`config.mk`:
```
export PLATFORM = sky130hd
export DESIGN_NAME = enemy_sequencer_flat
export DESIGN_NICKNAME = d
export VERILOG_FILES = /design/src/rtl/enemy_pkg.sv /design/src/rtl/enemy_sequencer_if.sv /design/src/rtl/enemy_next_alive.sv /design/src/rtl/enemy_sequencer.sv /design/src/flat_wrapper.sv
export SDC_FILE = /design/constraint.sdc
export NUM_CORES = 1
export LEC_CHECK = 0
export CORE_ASPECT_RATIO = 1.25
export CORE_MARGIN = 3
export CORE_UTILIZATION = 43
export CTS_CLUSTER_SIZE = 12
export DETAILED_ROUTE_END_ITERATION = 8
export GPL_TIMING_DRIVEN = 0
export PLACE_DENSITY = 0.91
export SKIP_LAST_GASP = 1
export SLEW_MARGIN = 10
export SYNTH_ARGS = -nofsm -noshare
export SYNTH_HDL_FRONTEND = slang
export SYNTH_SLANG_ARGS = --single-unit
```
`constraint.sdc`:
```
create_clock -name clock -period 3.1 [get_ports clock]
set_input_delay 0.93 -clock clock [delete_from_list [all_inputs] [get_ports clock]]
set_output_delay 0.93 -clock clock [all_outputs]
set_load 0.005 [all_outputs]
```
`src/rtl/enemy_pkg.sv`:
```
// Shared state encoding and default geometry for the enemy sequencer slice.
// Imported by the interface, the priority finder and the sequencer top.
package enemy_pkg;

  localparam int DEFAULT_X_W   = 9;
  localparam int DEFAULT_Y_W   = 8;
  localparam int DEFAULT_COL_W = 6;

  typedef enum logic [2:0] {
    S_IDLE,
    S_GEN,
    S_GEN_DONE,
    S_DSEL,
    S_DRUN,
    S_DRAW_DONE
  } seq_state_t;

endpackage

```
`src/rtl/enemy_sequencer_if.sv`:
```
// Bundle between the game control / enemy instances / VGA mux and the sequencer.
// The master modport is the sequencer side; slave is the surrounding system.
interface enemy_sequencer_if
  import enemy_pkg::*;
#(
  parameter int N_ENEMIES = 3,
  parameter int X_W       = DEFAULT_X_W,
  parameter int Y_W       = DEFAULT_Y_W,
  parameter int COL_W     = DEFAULT_COL_W
);

  logic                         init;
  logic                         gen_move;
  logic                         draw;
  logic [N_ENEMIES-1:0]         kill;
  logic [N_ENEMIES*X_W-1:0]     child_x_draw;
  logic [N_ENEMIES*Y_W-1:0]     child_y_draw;
  logic [N_ENEMIES*COL_W-1:0]   child_colour;
  logic [N_ENEMIES-1:0]         child_write;
  logic [N_ENEMIES-1:0]         child_draw_done;

  logic [N_ENEMIES-1:0]         alive;
  logic [N_ENEMIES-1:0]         gen_move_en;
  logic                         gen_move_done;
  logic [N_ENEMIES-1:0]         draw_en;
  logic [X_W-1:0]               x_draw;
  logic [Y_W-1:0]               y_draw;
  logic [COL_W-1:0]             colour;
  logic                         VGA_write;
  logic                         draw_done;
  logic                         timeout;

  modport master (
    input  init, gen_move, draw, kill,
    input  child_x_draw, child_y_draw, child_colour, child_write, child_draw_done,
    output alive, gen_move_en, gen_move_done, draw_en,
    output x_draw, y_draw, colour, VGA_write, draw_done, timeout
  );

  modport slave (
    output init, gen_move, draw, kill,
    output child_x_draw, child_y_draw, child_colour, child_write, child_draw_done,
    input  alive, gen_move_en, gen_move_done, draw_en,
    input  x_draw, y_draw, colour, VGA_write, draw_done, timeout
  );

endinterface

```
`src/rtl/enemy_next_alive.sv`:
```
// Combinational priority finder: lowest set mask bit at or above start.
// start is one bit wider than an index so "past the last enemy" is representable.
module enemy_next_alive #(
  parameter int N_ENEMIES = 3,
  parameter int IDX_W     = 2
) (
  input  logic [N_ENEMIES-1:0] mask,
  input  logic [IDX_W:0]       start,
  output logic                 found,
  output logic [IDX_W-1:0]     index
);

  // Scan downwards so the lowest qualifying index is the last one written.
  always_comb begin
    found = 1'b0;
    index = '0;
    for (int i = N_ENEMIES - 1; i >= 0; i--) begin
      if (mask[i] && ((IDX_W + 1)'(i) >= start)) begin
        found = 1'b1;
        index = IDX_W'(i);
      end
    end
  end

endmodule

```
`src/rtl/enemy_sequencer.sv`:
```
// Sequences gen_move strobes across alive enemies and grants the VGA port to
// one enemy at a time, with a per-enemy draw watchdog.
module enemy_sequencer
  import enemy_pkg::*;
#(
  parameter int                   N_ENEMIES    = 3,
  parameter int                   IDX_W        = 2,
  parameter int                   X_W          = DEFAULT_X_W,
  parameter int                   Y_W          = DEFAULT_Y_W,
  parameter int                   COL_W        = DEFAULT_COL_W,
  parameter logic [N_ENEMIES-1:0] ALIVE_INIT   = '1,
  parameter int                   DRAW_TIMEOUT = 1024
) (
  input logic         clock,
  input logic         reset,
  enemy_sequencer_if.master bus
);

  localparam int             WD_W   = $clog2(DRAW_TIMEOUT + 1);
  localparam logic [WD_W-1:0] WD_MAX = WD_W'(DRAW_TIMEOUT - 1);

  seq_state_t           state, state_nxt;
  logic [IDX_W:0]       idx, idx_nxt;
  logic [WD_W-1:0]      wdog, wdog_nxt;
  logic [N_ENEMIES-1:0] alive_q, alive_nxt;
  logic [N_ENEMIES-1:0] gen_en_q, gen_en_nxt;
  logic [N_ENEMIES-1:0] draw_en_q, draw_en_nxt;
  logic                 gen_done_q, gen_done_nxt;
  logic                 draw_done_q, draw_done_nxt;
  logic                 timeout_q, timeout_nxt;
  logic                 vga_write_q, vga_write_nxt;
  logic [X_W-1:0]       x_q, x_nxt;
  logic [Y_W-1:0]       y_q, y_nxt;
  logic [COL_W-1:0]     col_q, col_nxt;

  logic                 found;
  logic [IDX_W-1:0]     found_idx;
  logic [IDX_W-1:0]     cur;
  logic                 wd_hit;

  // Kills landing this cycle already hide their enemy from the search.
  enemy_next_alive #(
    .N_ENEMIES(N_ENEMIES),
    .IDX_W    (IDX_W)
  ) u_next (
    .mask (alive_q & ~bus.kill),
    .start(idx),
    .found(found),
    .index(found_idx)
  );

  assign cur    = idx[IDX_W-1:0];
  assign wd_hit = (wdog == WD_MAX);

  always_ff @(posedge clock) begin
    if (reset || bus.init) begin
      state       <= S_IDLE;
      idx         <= '0;
      wdog        <= '0;
      alive_q     <= ALIVE_INIT;
      gen_en_q    <= '0;
      draw_en_q   <= '0;
      gen_done_q  <= 1'b0;
      draw_done_q <= 1'b0;
      timeout_q   <= 1'b0;
      vga_write_q <= 1'b0;
      x_q         <= '0;
      y_q         <= '0;
      col_q       <= '0;
    end else begin
      state       <= state_nxt;
      idx         <= idx_nxt;
      wdog        <= wdog_nxt;
      alive_q     <= alive_nxt;
      gen_en_q    <= gen_en_nxt;
      draw_en_q   <= draw_en_nxt;
      gen_done_q  <= gen_done_nxt;
      draw_done_q <= draw_done_nxt;
      timeout_q   <= timeout_nxt;
      vga_write_q <= vga_write_nxt;
      x_q         <= x_nxt;
      y_q         <= y_nxt;
      col_q       <= col_nxt;
    end
  end

  always_comb begin
    state_nxt     = state;
    idx_nxt       = idx;
    wdog_nxt      = wdog;
    alive_nxt     = alive_q & ~bus.kill;
    gen_en_nxt    = '0;
    draw_en_nxt   = draw_en_q;
    gen_done_nxt  = gen_done_q;
    draw_done_nxt = draw_done_q;
    timeout_nxt   = 1'b0;
    vga_write_nxt = 1'b0;
    x_nxt         = '0;
    y_nxt         = '0;
    col_nxt       = '0;

    case (state)
      S_IDLE: begin
        if (bus.gen_move) begin
          state_nxt = S_GEN;
          idx_nxt   = '0;
        end else if (bus.draw) begin
          state_nxt = S_DSEL;
          idx_nxt   = '0;
        end
      end
      S_GEN: begin
        if (found) begin
          gen_en_nxt = N_ENEMIES'(1) << found_idx;
          idx_nxt    = {1'b0, found_idx} + (IDX_W + 1)'(1);
        end else begin
          state_nxt    = S_GEN_DONE;
          gen_done_nxt = 1'b1;
        end
      end
      S_GEN_DONE: begin
        if (!bus.gen_move) begin
          state_nxt    = S_IDLE;
          gen_done_nxt = 1'b0;
        end
      end
      S_DSEL: begin
        if (found) begin
          state_nxt   = S_DRUN;
          draw_en_nxt = N_ENEMIES'(1) << found_idx;
          idx_nxt     = {1'b0, found_idx};
          wdog_nxt    = '0;
        end else begin
          state_nxt     = S_DRAW_DONE;
          draw_done_nxt = 1'b1;
        end
      end
      S_DRUN: begin
        if (bus.child_draw_done[cur] || bus.kill[cur] || wd_hit) begin
          state_nxt   = S_DSEL;
          draw_en_nxt = '0;
          idx_nxt     = idx + (IDX_W + 1)'(1);
          timeout_nxt = wd_hit && !bus.child_draw_done[cur] && !bus.kill[cur];
        end else begin
          wdog_nxt      = wdog + WD_W'(1);
          vga_write_nxt = bus.child_write[cur];
          x_nxt         = bus.child_x_draw[int'(cur) * X_W +: X_W];
          y_nxt         = bus.child_y_draw[int'(cur) * Y_W +: Y_W];
          col_nxt       = bus.child_colour[int'(cur) * COL_W +: COL_W];
        end
      end
      S_DRAW_DONE: begin
        if (!bus.draw) begin
          state_nxt     = S_IDLE;
          draw_done_nxt = 1'b0;
        end
      end
      default: state_nxt = S_IDLE;
    endcase
  end

  assign bus.alive         = alive_q;
  assign bus.gen_move_en   = gen_en_q;
  assign bus.gen_move_done = gen_done_q;
  assign bus.draw_en       = draw_en_q;
  assign bus.x_draw        = x_q;
  assign bus.y_draw        = y_q;
  assign bus.colour        = col_q;
  assign bus.VGA_write     = vga_write_q;
  assign bus.draw_done     = draw_done_q;
  assign bus.timeout       = timeout_q;

endmodule

```
`src/flat_wrapper.sv`:
```
// flat-port wrapper written by rule: the top's interface ports become plain ports
module enemy_sequencer_flat import enemy_pkg::*;
#(
  parameter int                   N_ENEMIES    = 3,
  parameter int                   IDX_W        = 2,
  parameter int                   X_W          = DEFAULT_X_W,
  parameter int                   Y_W          = DEFAULT_Y_W,
  parameter int                   COL_W        = DEFAULT_COL_W,
  parameter logic [N_ENEMIES-1:0] ALIVE_INIT   = '1,
  parameter int                   DRAW_TIMEOUT = 1024
)
  (clock, reset, bus_init, bus_gen_move, bus_draw, bus_kill, bus_child_x_draw, bus_child_y_draw, bus_child_colour, bus_child_write, bus_child_draw_done, bus_alive, bus_gen_move_en, bus_gen_move_done, bus_draw_en, bus_x_draw, bus_y_draw, bus_colour, bus_VGA_write, bus_draw_done, bus_timeout);
  enemy_sequencer_if #(.N_ENEMIES(N_ENEMIES), .X_W(X_W), .Y_W(Y_W), .COL_W(COL_W)) bus_i ();
  input logic clock;
  input logic reset;
  input wire logic [$bits(bus_i.init)-1:0] bus_init;
  input wire logic [$bits(bus_i.gen_move)-1:0] bus_gen_move;
  input wire logic [$bits(bus_i.draw)-1:0] bus_draw;
  input wire logic [$bits(bus_i.kill)-1:0] bus_kill;
  input wire logic [$bits(bus_i.child_x_draw)-1:0] bus_child_x_draw;
  input wire logic [$bits(bus_i.child_y_draw)-1:0] bus_child_y_draw;
  input wire logic [$bits(bus_i.child_colour)-1:0] bus_child_colour;
  input wire logic [$bits(bus_i.child_write)-1:0] bus_child_write;
  input wire logic [$bits(bus_i.child_draw_done)-1:0] bus_child_draw_done;
  output wire logic [$bits(bus_i.alive)-1:0] bus_alive;
  output wire logic [$bits(bus_i.gen_move_en)-1:0] bus_gen_move_en;
  output wire logic [$bits(bus_i.gen_move_done)-1:0] bus_gen_move_done;
  output wire logic [$bits(bus_i.draw_en)-1:0] bus_draw_en;
  output wire logic [$bits(bus_i.x_draw)-1:0] bus_x_draw;
  output wire logic [$bits(bus_i.y_draw)-1:0] bus_y_draw;
  output wire logic [$bits(bus_i.colour)-1:0] bus_colour;
  output wire logic [$bits(bus_i.VGA_write)-1:0] bus_VGA_write;
  output wire logic [$bits(bus_i.draw_done)-1:0] bus_draw_done;
  output wire logic [$bits(bus_i.timeout)-1:0] bus_timeout;
  assign bus_i.init = bus_init;
  assign bus_i.gen_move = bus_gen_move;
  assign bus_i.draw = bus_draw;
  assign bus_i.kill = bus_kill;
  assign bus_i.child_x_draw = bus_child_x_draw;
  assign bus_i.child_y_draw = bus_child_y_draw;
  assign bus_i.child_colour = bus_child_colour;
  assign bus_i.child_write = bus_child_write;
  assign bus_i.child_draw_done = bus_child_draw_done;
  assign bus_alive = bus_i.alive;
  assign bus_gen_move_en = bus_i.gen_move_en;
  assign bus_gen_move_done = bus_i.gen_move_done;
  assign bus_draw_en = bus_i.draw_en;
  assign bus_x_draw = bus_i.x_draw;
  assign bus_y_draw = bus_i.y_draw;
  assign bus_colour = bus_i.colour;
  assign bus_VGA_write = bus_i.VGA_write;
  assign bus_draw_done = bus_i.draw_done;
  assign bus_timeout = bus_i.timeout;
  enemy_sequencer #(.N_ENEMIES(N_ENEMIES), .IDX_W(IDX_W), .X_W(X_W), .Y_W(Y_W), .COL_W(COL_W), .ALIVE_INIT(ALIVE_INIT), .DRAW_TIMEOUT(DRAW_TIMEOUT)) u_core (.clock(clock), .reset(reset), .bus(bus_i));
endmodule
```
## After elaboration in Yosys (flattened, before gate mapping)

Index checks and enable logic that the tools add are counted.

| storage, ports and cells | value |
|---|---|
| bits in registers | 53 |
| latch bits | 0 |
| ROM bits | 0 |
| output and inout bits | 36 |
| memory bits (writable) | 0 |
| input port bits | 83 |
| memories | 0 |
| logic and storage cells | 108 |

| operators by class | value |
|---|---|
| equal/unequal tests | 15 |
| multipliers | 2 |
| muxes and demuxes | 37 |
| shifts and indexed selects | 4 |
| reductions and logical operators | 24 |
| divide/modulo/power cells | 0 |
| add/sub/neg operators | 3 |
| $lt $le $gt $ge | 4 |
| bitwise logic cells | 6 |

Operator list:

| operator | number |
|---|---|
| 2-to-1 mux 3 bit | 13 |
| variable part select 18 x 32 -> 6 bit | 1 |
| variable part select 27 x 32 -> 9 bit | 1 |
| variable part select 24 x 6 -> 8 bit | 1 |
| 2-to-1 mux 11 bit | 2 |
| one-hot mux 11 bit (2 select lines) | 1 |
| one-hot mux 3 bit (6 select lines) | 1 |
| one-hot mux 3 bit (4 select lines) | 1 |
| AND reduction 3 bit | 4 |
| adder 11 x 1 -> 11 bit, second input constant | 1 |
| == test 11 x 10 -> 1 bit, second input constant | 1 |
| 2-to-1 mux 1 bit | 10 |
| != test 2 bit, second input constant | 5 |
| AND reduction 5 bit | 2 |
| OR reduction 3 bit | 3 |
| binary-select mux 1 bit (select 2 bit) | 3 |
| == test 3 x 2 -> 1 bit, second input constant | 2 |
| == test 3 bit, second input constant | 2 |
| >= comparator 1 x 3 -> 1 bit, first input constant | 2 |
| multiplier 2 x 4 -> 6 bit, second input constant | 1 |
| 2-to-1 mux 2 bit | 3 |
| != test 2 x 1 -> 1 bit, second input constant | 3 |
| one-hot mux 3 bit (2 select lines) | 1 |
| nonzero test 2 bit | 3 |
| 17 further kinds | 28 |

## Logic depth before layout (Yosys ltp)

Gate-level depths: netlist of the first run.

| logic depth | value |
|---|---|
| depth after elaboration | 9 |
| gate-level depth with buffers | 11 |
| mapped depth without buffers | 10 |

## Hierarchy

A second synthesis of the first run with hierarchy kept.

| unflattened totals | value |
|---|---|
| cells, all modules | 325 |
| area, all modules | 2597.5 um^2 |

Modules (own cells, without submodules):

| module | cells each | seq. area each (um^2) | area each (um^2) | times used |
|---|---|---|---|---|
| enemy_sequencer | 315 | 1061.0 | 2529.9 | 1 |
| enemy_next_alive | 10 | 0.0 | 67.6 | 1 |

## Worst setup path after synthesis of the first run

No wires, ideal clock.

| timing | value |
|---|---|
| path type | input-to-reg |
| from | in bus_kill[2] |
| to | reg u_core.idx[1] |
| arrival time | 2273 ps |
| buffers on the path | 0 |
| setup time | 72 ps |
| stages | 10 |
| path slack | 755 ps |
| required time | 3028 ps |
| path through | or3b_1 -> nor2_1 -> nand2_1 -> o21ai_0 -> ha_1 -> inv_1 -> a211o_1 -> o31ai_1 -> nand2_1 -> mux2i_1 |

| on the way | value |
|---|---|
| cells in the longest elaborated chain, start to end | 9 |
| elaborated cells on any way between the ends | 21 |
| those cells by class | add/sub: 1; eq/ne: 3; mux: 11; bitwise: 2; reduce/logical: 4 |

RTL lines:

| element | line | RTL |
|---|---|---|
| start, declared | flat_wrapper.sv:19 | `input wire logic [$bits(bus_i.kill)-1:0] bus_kill;` |
| inverter 3 bit | enemy_sequencer.sv:46 | `.mask (alive_q & ~bus.kill),` |
| bitwise AND 3 bit | enemy_sequencer.sv:46 |  |
| logical AND 1 bit | enemy_next_alive.sv:18 | `if (mask[i] && ((IDX_W + 1)'(i) >= start)) begin` |
| 2-to-1 mux 2 bit (3 in series) | enemy_next_alive.sv:18 |  |
| adder 2 x 1 -> 3 bit | enemy_sequencer.sv:115 | `idx_nxt = {1'b0, found_idx} + (IDX_W + 1)'(1);` |
| 2-to-1 mux 3 bit | enemy_sequencer.sv:113 | `if (found) begin` |
| one-hot mux 3 bit (4 select lines) | enemy_sequencer.sv:102 | `case (state)` |
| end signal, assigned | enemy_sequencer.sv:72 | `idx <= idx_nxt;` |
| end, declared | enemy_sequencer.sv:23 | `logic [IDX_W:0] idx, idx_nxt;` |

Parallel ways exist; a longest one is shown, timed or not. The select of a mux whose other input is x is not followed.
A chain may end at the register's enable or synchronous reset.

## Final worst setup path of the first run

Ends and elaborated chain as after synthesis.

==> out/results.ini, run 1 <==
[setup_path]
arrival_ns = 3.06
endpoint_kind = flip-flop
cp.required_ns = 3.36
crit_fanout = 4
start_kind = input port
crit_type = input port to flip-flop

[clock_network]
cts_root_buffer = clkbuf_8
cts_tree = done
clockBufferDepth = 2
clkTransAtPathRegs_ns = 0.11
cts_resized = 0
insertion_delay_ns = 0.32
htreeDepth = 2
hold_buffers = 0
cts_made_buffers = 5
clock_sinks = 53
post-cts-setup-buffers = 0

[route]
route.met3.wl_um = 729
ant_nets = 0
drc = 0
first_pass_iters = 6
met1_length_mm = 3.03
top_layer_used = met4
drt-total-wl_mm = 8.12
wl_per_cell_um = 14.8
dr_total_vias = 2981
via_per_inst = 5.45
wl_met2_mm = 4.22
drtIter0Drc = 265

[placed_design]
place.port_buffers = 118
gp_congestion = 0.905
hpwl_mm = 6.54

[sta]
holdWs_ns = 0.447
rsz0062_at_grt = no
fin_crit_ns = 2.80
drv_slew = 0
hold_viol = 0
skew_ns = 0.0135
setup_viol = 0
post-route-period-util_pct = 90.4
tightest_slew_ns = 0.705
relSlewSlack_pct = 52.6
max_freq_ghz = 0.357
tns_ns = 0

[cells_and_area]
drive_gt1_share_pct = 7.14
nets = 546
area_growth_pct = 50.2
n_antenna_cell = 0

[synthesis]
yosys_warnings = 0
synth_area_mm2 = 0.00280
async_flop_share_pct = 0
synth_edf_count = 0
syn-num-nets = 421
synth_most_common_cell = nor2_1
avgSynthCellArea_um2 = 8.32
synth-seq-cells = 53
synth_largest_area_cell = dfxtp_1
synthFlopType = dfxtp_1
synth.distinct_cells = 56
synth_common_cells = 60 x nor2_1, 53 x dfxtp_1, 42 x a21oi_1, 27 x mux2i_1, 20 x nand2_1
yosysSeqAreaShare_pct = 37.9
yosys-top-cells-area = dfxtp_1 38%, mux2i_1 9.7%, nor2_1 8.1%
syn-instance-count = 336
yosysTopAreaCellShare_pct = 37.9

[floorplanning]
die_y_um = 96.2
die-area_mm2 = 0.00751
die_w_um = 78.1
row_count = 32
ios = 119
core_mm2 = 0.00625
initial_core_util_pct = 44.8

[power_and_ir_drop]
ir_drop_uv = 182
leakagePower_nw = 1.47
seqPwrFrac_pct = 48.3
power_switching_uw = 349
internal_power_mw = 1.08
power.share.clock_pct = 34.1
pwr-share-comb_pct = 17.6
powerDensity_mw_per_mm2 = 341
p_sw_share_pct = 24.4
total_power_mw = 1.43

[run_status]
status = completed

[flow_run]
maxCapViolations = 0

[grt]
grt_remaining_overflow = 0
grtUsageTotal_pct = 21.4
antenna_found_initial = 0
grt_pass1_wl_mm = 13.0
grt_pass1_vias = 2882
grt_max_degree = 19

[worst_hold_path]
hold_class = flip-flop to flip-flop

[layout by cell type (no fill, tap or decap), types with 6 or more instances in the layout]
| cell type | Yosys | routed |
|---|---|---|
| nand3_1 | 7 | 7 |
| mux2i_1 | 27 | 27 |
| o21ai_0 | 8 | 8 |
| o31ai_1 | 8 | 8 |
| nor2b_1 | 6 | 6 |
| clkdlybuf4s50_1 | 0 | 118 |
| nand2b_1 | 8 | 8 |
| clkbuf_1 | 9 | 9 |
| buf_2 | 7 | 7 |
| a21oi_1 | 42 | 42 |
| or4_1 | 6 | 6 |
| nor3_1 | 7 | 7 |
| dfxtp_1 | 53 | 53 |
| nand2_1 | 20 | 20 |
| nor2_1 | 60 | 60 |
| o21ai_1 | 6 | 6 |
[power by group through the flow]
stage / logic [mW] / registers [mW] / clock network (mW)
6_report: 0.252 / 0.691 / 0.488
5_1_grt: 0.273 / 0.692 / 0.521
4_1_cts: 0.250 / 0.690 / 0.497
3_5_place_dp: 0.249 / 0.706 / 0
3_3_place_gp: 0.242 / 0.706 / 0
2_1_floorplan: 0.111 / 0.705 / 0
[critical path, stage by stage]
cell and delay, ns:
clkdlybuf4s50_1 0.45, or3b_1 0.40, nor2_1 0.23, nand2_1 0.15
o21ai_0 0.19, ha_1 0.14, inv_1 0.04, a211o_1 0.23
o31ai_1 0.08, nand2_1 0.08, mux2i_1 0.13
[state kept, by name, indices dropped and copies added, names as in the netlist]
name	flops
u_core.bus.colour	6
u_core.bus.y_draw	8
u_core.bus.x_draw	9
u_core.bus.VGA_write	1
u_core.wdog	11
u_core.bus.draw_done	1
u_core.bus.draw_en	3
u_core.bus.gen_move_en	3
u_core.state	3
u_core.idx	3
u_core.bus.gen_move_done	1
u_core.bus.timeout	1
u_core.bus.alive	3
[path summary, 6_finish.rpt]
kind | start | to | slack, ns | cells past startpoint
min | u_core.wdog[10]$_SDFFE_PP0P_ | u_core.wdog[10]$_SDFFE_PP0P_ | 0.45 | 2
max | bus_kill[2] | u_core.idx[1]$_SDFFE_PP0P_ | 0.30 | 11
max reg2reg | u_core.idx[0]$_SDFFE_PP0P_ | u_core.idx[1]$_SDFFE_PP0P_ | 0.81 | 11
min reg2reg | u_core.wdog[10]$_SDFFE_PP0P_ | u_core.wdog[10]$_SDFFE_PP0P_ | 0.45 | 2
[final cells by class]
| class | instances | area, um^2 |
|---|---|---|
| Sequential cell | 53 | 1060 |
| Multi-Input combinational cell | 257 | 1590 |
| Buffer | 23 | 136 |
| Timing Repair Buffer | 118 | 1180 |
| Clock inverter | 3 | 47.5 |
| Fill cell | 520 | 2050 |
| Tap cell | 85 | 106 |
| Clock buffer | 5 | 68.8 |
| Inverter | 3 | 11.3 |
[per-layer routing]
metal,global-route usage [%],vias to the layer above
li1,-,1451
met1,24.3,1357
met2,39.3,158
met3,4.78,15
met4,8.02,0
met5,0,-
[kinds of logic (layout without fill, tap and decap cells)]
logic type	Yosys count	after routing	synth area share (%)
compound gates	86	86	18.8
fa+ha+maj	2	2	0.895
buf+inv	26	152	5.28
flops	53	53	37.9
mux	27	27	9.66
simple gates	142	142	27.4
[per-stage QoR]
stage / utilization, % / instances / setup WS (ns) / instance area (um^2)
2_1_floorplan: - / 336 / 0.755 / 2800
3_3_place_gp: 65.4 / 539 / 0.0789 / 4080
3_5_place_dp: 65.4 / 539 / 0.0106 / 4080
4_1_cts: 67.2 / 547 / 0.328 / 4200
5_1_grt: 67.2 / 547 / 0.191 / 4200
6_report: 67.2 / 547 / 0.298 / 4200
Note: power is estimated with default switching activity, not from simulation.
==> run 2: changes to the inputs <==
--- a/config.mk
+++ b/config.mk
@@ -12,7 +12,6 @@
 export DETAILED_ROUTE_END_ITERATION = 8
 export GPL_TIMING_DRIVEN = 0
 export PLACE_DENSITY = 0.91
-export SKIP_LAST_GASP = 1
 export SLEW_MARGIN = 10
 export SYNTH_ARGS = -nofsm -noshare
 export SYNTH_HDL_FRONTEND = slang
==> results of run 2 <==
Same layout as run 1: the final DEF is identical, and so are final timing and power.
